==> config.mk <==
export PLATFORM = sky130hd
export DESIGN_NAME = gf163_inv_seq
export DESIGN_NICKNAME = d
export VERILOG_FILES = /design/src/rtl/gf163_pkg.sv /design/src/rtl/gf163_inv_seq.sv
export SDC_FILE = /design/constraint.sdc
export NUM_CORES = 1
export LEC_CHECK = 0
export ABC_AREA = 1
export BUFFER_PORTS_ARGS = -buffer_cell sky130_fd_sc_hd__buf_2
export CAP_MARGIN = 40
export CORE_AREA = 2 2 320 322
export CTS_BUF_LIST = sky130_fd_sc_hd__clkbuf_8 sky130_fd_sc_hd__clkbuf_16
export CTS_CLUSTER_DIAMETER = 150
export DETAILED_ROUTE_END_ITERATION = 8
export DIE_AREA = 0 0 322 324
export MAX_ROUTING_LAYER = met4
export SLEW_MARGIN = 15
export SYNTH_ARGS = -nofsm -noshare
export SYNTH_HDL_FRONTEND = slang
export SYNTH_SLANG_ARGS = --single-unit
export TNS_END_PERCENT = 10
==> constraint.sdc <==
create_clock -name clk -period 4 [get_ports clk]
set_input_delay 0.6 -clock clk [delete_from_list [all_inputs] [get_ports clk]]
set_output_delay 0.6 -clock clk [all_outputs]
set_load 0.01 [all_outputs]
==> src/rtl/gf163_pkg.sv <==
// Shared definitions for the GF(2^163) inversion sequencer.
//   M      : field degree, width of every operand bus
//   ITER   : core operations per inversion (M-1)
//   CNT_W  : iteration counter width (2^CNT_W > ITER)
//   F      : reduction polynomial x^163 + x^7 + x^6 + x^3 + 1
//   state_t: sequencer states
//   ONE    : the field element 1
package gf163_pkg;

  localparam int unsigned M     = 163;
  localparam int unsigned ITER  = M - 1;
  localparam int unsigned CNT_W = 8;

  localparam logic [M:0] F = (164'd1 << 163) | 164'h0C9;

  typedef enum logic [1:0] {
    IDLE,
    ISSUE,
    WAIT,
    FIN
  } state_t;

  localparam logic [M-1:0] ONE = {{(M-1){1'b0}}, 1'b1};

endpackage

==> src/rtl/gf163_inv_seq.sv <==
// GF(2^163) field inversion sequencer (Fermat: a^-1 = a^(2^163-2)).
// Drives an external multiply-then-square core ITER times, computing
// s_{k+1} = (s_k * a)^2 with s_1 = 1; after ITER ops s = a^-1.
//
// Ports:
//   clk, rst            : clock, synchronous active-high reset
//   start, a_in         : one-cycle request and operand (accepted in IDLE only)
//   busy, done, result  : status, one-cycle completion pulse, inverse
//   zero_err            : a_in was zero (ZERO_CHECK_EN builds only, else 0)
//   acb_enable          : one-cycle start pulse to the core
//   acb_configuration   : core mode, held 0 (square of product)
//   acb_a, acb_b        : core operands (s register, captured a)
//   acb_c, acb_done     : core result and completion level
//
// Build option: define ZERO_CHECK_EN to short-circuit a zero operand
// straight to completion with zero_err set and no core operations.
module gf163_inv_seq
  import gf163_pkg::*;
(
  input  logic         clk,
  input  logic         rst,
  input  logic         start,
  input  logic [M-1:0] a_in,
  output logic         busy,
  output logic         done,
  output logic [M-1:0] result,
  output logic         zero_err,
  output logic         acb_enable,
  output logic         acb_configuration,
  output logic [M-1:0] acb_a,
  output logic [M-1:0] acb_b,
  input  logic [M-1:0] acb_c,
  input  logic         acb_done
);

  localparam logic [CNT_W-1:0] ITER_C = CNT_W'(ITER);

  state_t           st_q, st_d;
  logic [M-1:0]     s_q, s_d;
  logic [M-1:0]     a_q, a_d;
  logic [CNT_W-1:0] cnt_q, cnt_d, cnt_inc;
  logic [M-1:0]     result_q, result_d;
  logic             busy_q, busy_d;
  logic             done_q, done_d;
  logic             en_q, en_d;
  // High during the first WAIT cycle, when acb_done may still be the
  // level left over from the previous operation.
  logic             guard_q, guard_d;
`ifdef ZERO_CHECK_EN
  logic             zerr_q, zerr_d;
`endif

  assign cnt_inc = cnt_q + CNT_W'(1);

  always_comb begin
    st_d     = st_q;
    s_d      = s_q;
    a_d      = a_q;
    cnt_d    = cnt_q;
    result_d = result_q;
    busy_d   = busy_q;
    done_d   = 1'b0;
    en_d     = 1'b0;
    guard_d  = 1'b0;
`ifdef ZERO_CHECK_EN
    zerr_d   = zerr_q;
`endif
    case (st_q)
      IDLE: begin
        if (start) begin
          a_d    = a_in;
          s_d    = ONE;
          cnt_d  = '0;
          busy_d = 1'b1;
`ifdef ZERO_CHECK_EN
          zerr_d = 1'b0;
          if (a_in == '0) begin
            st_d     = FIN;
            busy_d   = 1'b0;
            done_d   = 1'b1;
            result_d = '0;
            zerr_d   = 1'b1;
          end else begin
            st_d = ISSUE;
            en_d = 1'b1;
          end
`else
          st_d = ISSUE;
          en_d = 1'b1;
`endif
        end
      end
      ISSUE: begin
        st_d    = WAIT;
        guard_d = 1'b1;
      end
      WAIT: begin
        if (!guard_q && acb_done) begin
          s_d   = acb_c;
          cnt_d = cnt_inc;
          if (cnt_inc == ITER_C) begin
            // Outputs are registered, so result/done are loaded on entry
            // to FIN to be visible during the FIN cycle itself.
            st_d     = FIN;
            busy_d   = 1'b0;
            done_d   = 1'b1;
            result_d = acb_c;
          end else begin
            st_d = ISSUE;
            en_d = 1'b1;
          end
        end
      end
      FIN: begin
        st_d = IDLE;
      end
      default: st_d = IDLE;
    endcase
  end

  always_ff @(posedge clk) begin
    if (rst) begin
      st_q     <= IDLE;
      s_q      <= ONE;
      a_q      <= '0;
      cnt_q    <= '0;
      result_q <= '0;
      busy_q   <= 1'b0;
      done_q   <= 1'b0;
      en_q     <= 1'b0;
      guard_q  <= 1'b0;
    end else begin
      st_q     <= st_d;
      s_q      <= s_d;
      a_q      <= a_d;
      cnt_q    <= cnt_d;
      result_q <= result_d;
      busy_q   <= busy_d;
      done_q   <= done_d;
      en_q     <= en_d;
      guard_q  <= guard_d;
    end
  end

`ifdef ZERO_CHECK_EN
  always_ff @(posedge clk) begin
    if (rst) zerr_q <= 1'b0;
    else     zerr_q <= zerr_d;
  end
  assign zero_err = zerr_q;
`else
  assign zero_err = 1'b0;
`endif

  assign busy              = busy_q;
  assign done              = done_q;
  assign result            = result_q;
  assign acb_enable        = en_q;
  assign acb_configuration = 1'b0;
  assign acb_a             = s_q;
  assign acb_b             = a_q;

endmodule

==> results.json <==
{
  "power_density_mw_per_mm2": 478,
  "track_usage_pct": 12.6,
  "vias": 18054,
  "ys_seq_elements": 503,
  "htree_levels": 2,
  "clock_sinks": 503,
  "reg2reg_depth": 10,
  "synth_xor_area_share_pct": 0,
  "fin_worst_skew_ns": 0.0134,
  "fmax_ghz": 0.406,
  "synth_seq_area_share_pct": 56.6,
  "setup_viol": 0,
  "start_util_pct": 17.6,
  "numCtsBuffers": 58,
  "hold_viol": 0,
  "ant_nets": 0,
  "final-max-slew-violation-count": 0,
  "synth.top_cell.area_share_pct": 56.6,
  "synth_top_cell_by_area": "dfxtp_1",
  "cts_buffer_depth": 3,
  "synth-simple-area-share_pct": 26.5,
  "drtIter0Drc": 1183,
  "seqCellArea_mm2": 0.0101,
  "fin_setup_tns_ns": 0,
  "wl_um": 69200,
  "drt_first_pass_iters": 6,
  "antenna_found_initial": 7,
  "cts-root-buf": "clkbuf_16",
  "multiInputGateArea_mm2": 0.00678,
  "synthTopCellsByArea": "dfxtp_1 57%, nand2_1 12%, nor2_1 8.4%",
  "worstMarginPinSlew_ns": 0.977,
  "fillers": 11207,
  "crit_required_ns": 4.53,
  "synth_top_family_by_area": "simple AND/OR/NAND/NOR gates",
  "die_h_um": 324,
  "synthAdderAreaFrac_pct": 0.141,
  "min_to": "result[41]",
  "post_cts_buffers": 0,
  "hold_class": "in -> reg",
  "wire_per_inst_um": 15.7,
  "endpoint_kind": "flop",
  "final_cell_mix": "820 x buf_2, 588 x nand2_1, 503 x dfxtp_1",
  "grt_pass1_wl_um": 99300,
  "synth_compound_area_share_pct": 11.2,
  "clk_latency_ns": 0.64,
  "cts_tree": "yes",
  "syn_inst": 2322,
  "yosys_warnings": 0,
  "cap_viol_max_count": 0,
  "io_buffers": 821,
  "postCtsHoldBufs": 0,
  "synth.mux.area_fraction_pct": 0,
  "syn_area_mm2": 0.0178,
  "clk_pin_slew_ns": 0.06,
  "final_common_cell": "buf_2",
  "drc_errors": 0,
  "cts_resized": 0,
  "rsz0062_at_grt": "no",
  "p_leak_nw": 12.1,
  "via_per_inst": 4.09,
  "relSlewSlack_pct": 34.8,
  "critPathMaxFanout": 42,
  "area_delta_synth_final_pct": 41.6,
  "gr-total-overflow": 0,
  "worst_ir_drop_vdd_mv": 0.316,
  "cp_data_arrival_time_ns": 3.00,
  "avgSynthCellArea_um2": 7.66,
  "critPathLaunchType": "flop",
  "hold_start": "acb_c[41]",
  "critical_path_class": "reg -> reg",
  "die-area_mm2": 0.104,
  "place_congestion": 0.876,
  "reg2reg_slack_ns": 1.54,
  "grt_pass1_vias": 16706,
  "status": "finished, final reports clean",
  "min_delay_path_depth": 3,
  "rows": 117,
  "hpwl_um": 48900,
  "r2r-start": "cnt_q[1]",
  "drive_above_1_share_pct": 30.8,
  "fp.coreArea_mm2": 0.101,
  "die_x_um": 322,
  "power_mw": 12.0,
  "io_pins": 824,
  "grt_max_degree": 157,
  "fin_nets": 3387,
  "period_share_pct": 61.6,
  "synthDistinctLibCells": 23,
  "r2r_end": "result[122]",
  "period_minus_slack_ns": 2.46
}
-- cells in the mapped netlist (all sizes together) --
cell    count
o21bai      1
dfxtp     503
nand2     590
nand4       2
o21ai     185
buf        39
and2        1
ha          2
nor2      397
clkbuf    137
a21oi     209
conb        1
nand3     196
inv        58
o21a        1
-- worst max-delay path, cell delays in order (launching register included) --
cell	delay (ns)
dfxtp_1	0.41
ha_1	0.23
nand2_1	0.10
o21bai_1	0.15
nand2_1	0.08
nor2_1	0.21
and2_2	0.64
buf_12	0.29
nand3_1	0.10
nand2_1	0.09
nor2_1	0.04
-- state kept, by name, indices dropped and copies added (netlist names) --
signal	count
acb_a	163
acb_b	163
result	163
cnt_q	8
st_q	2
acb_enable	1
busy	1
done	1
guard_q	1
-- metal layers --
layer	global-route usage (%)	up-vias	wire, um
met1	14.5	8332	28200
met5	-	-	0
met3	4.07	129	6010
li1	-	8902	-
met2	20.3	691	32700
met4	4.62	0	2240
-- power breakdown --
part	leakage [nW]	switching [mW]	internal (mW)
Sequential	4.10	0.107	5.22
Clock	1.01	2.28	3.22
Combinational	6.99	0.785	0.432
-- kinds of logic after synthesis --
group,count (synthesis)
AOI/OAI and AO/OA,396
DFF,503
and+or+nand+nor,1186
adders and majority gates,2
buffers and inverters,234
other,1
-- final cells by class --
type,instances,share of cell area (%)
Antenna cell,4,0.0398
Clock buffer,71,6.47
Clock inverter,37,1.44
Inverter,58,0.944
Multi-Input combinational cell,1586,26.9
Sequential cell,503,40.0
Tap cell,1309,6.50
Timing Repair Buffer,848,17.7
-- stage by stage --
stage	hold slack [ns]	utilization, %	instance area, um2	std cells	worst slack [ns]
after floorplan	0.458	-	17800	2323	2.14
after global placement	0.439	22.9	23200	4304	1.52
after detailed placement	0.448	22.9	23200	4304	1.50
after CTS	0.0896	24.9	25200	4412	1.50
after global routing	0.106	24.9	25200	4416	1.26
final	0.157	24.9	25200	4416	1.54
-- how the worst max path moves through the flow --
stage	start	slack, ns	endpoint	cells after the start
3_5_place_dp	acb_done	1.50	result[30]	10
4_1_cts	cnt_q[1]	1.50	result[30]	10
2_1_floorplan	acb_done	2.14	acb_a[18]	9
6_report	cnt_q[1]	1.54	result[122]	10
5_1_grt	cnt_q[1]	1.26	result[162]	10
3_3_place_gp	acb_done	1.52	result[17]	10
Note: power is estimated with default switching activity, not from simulation.
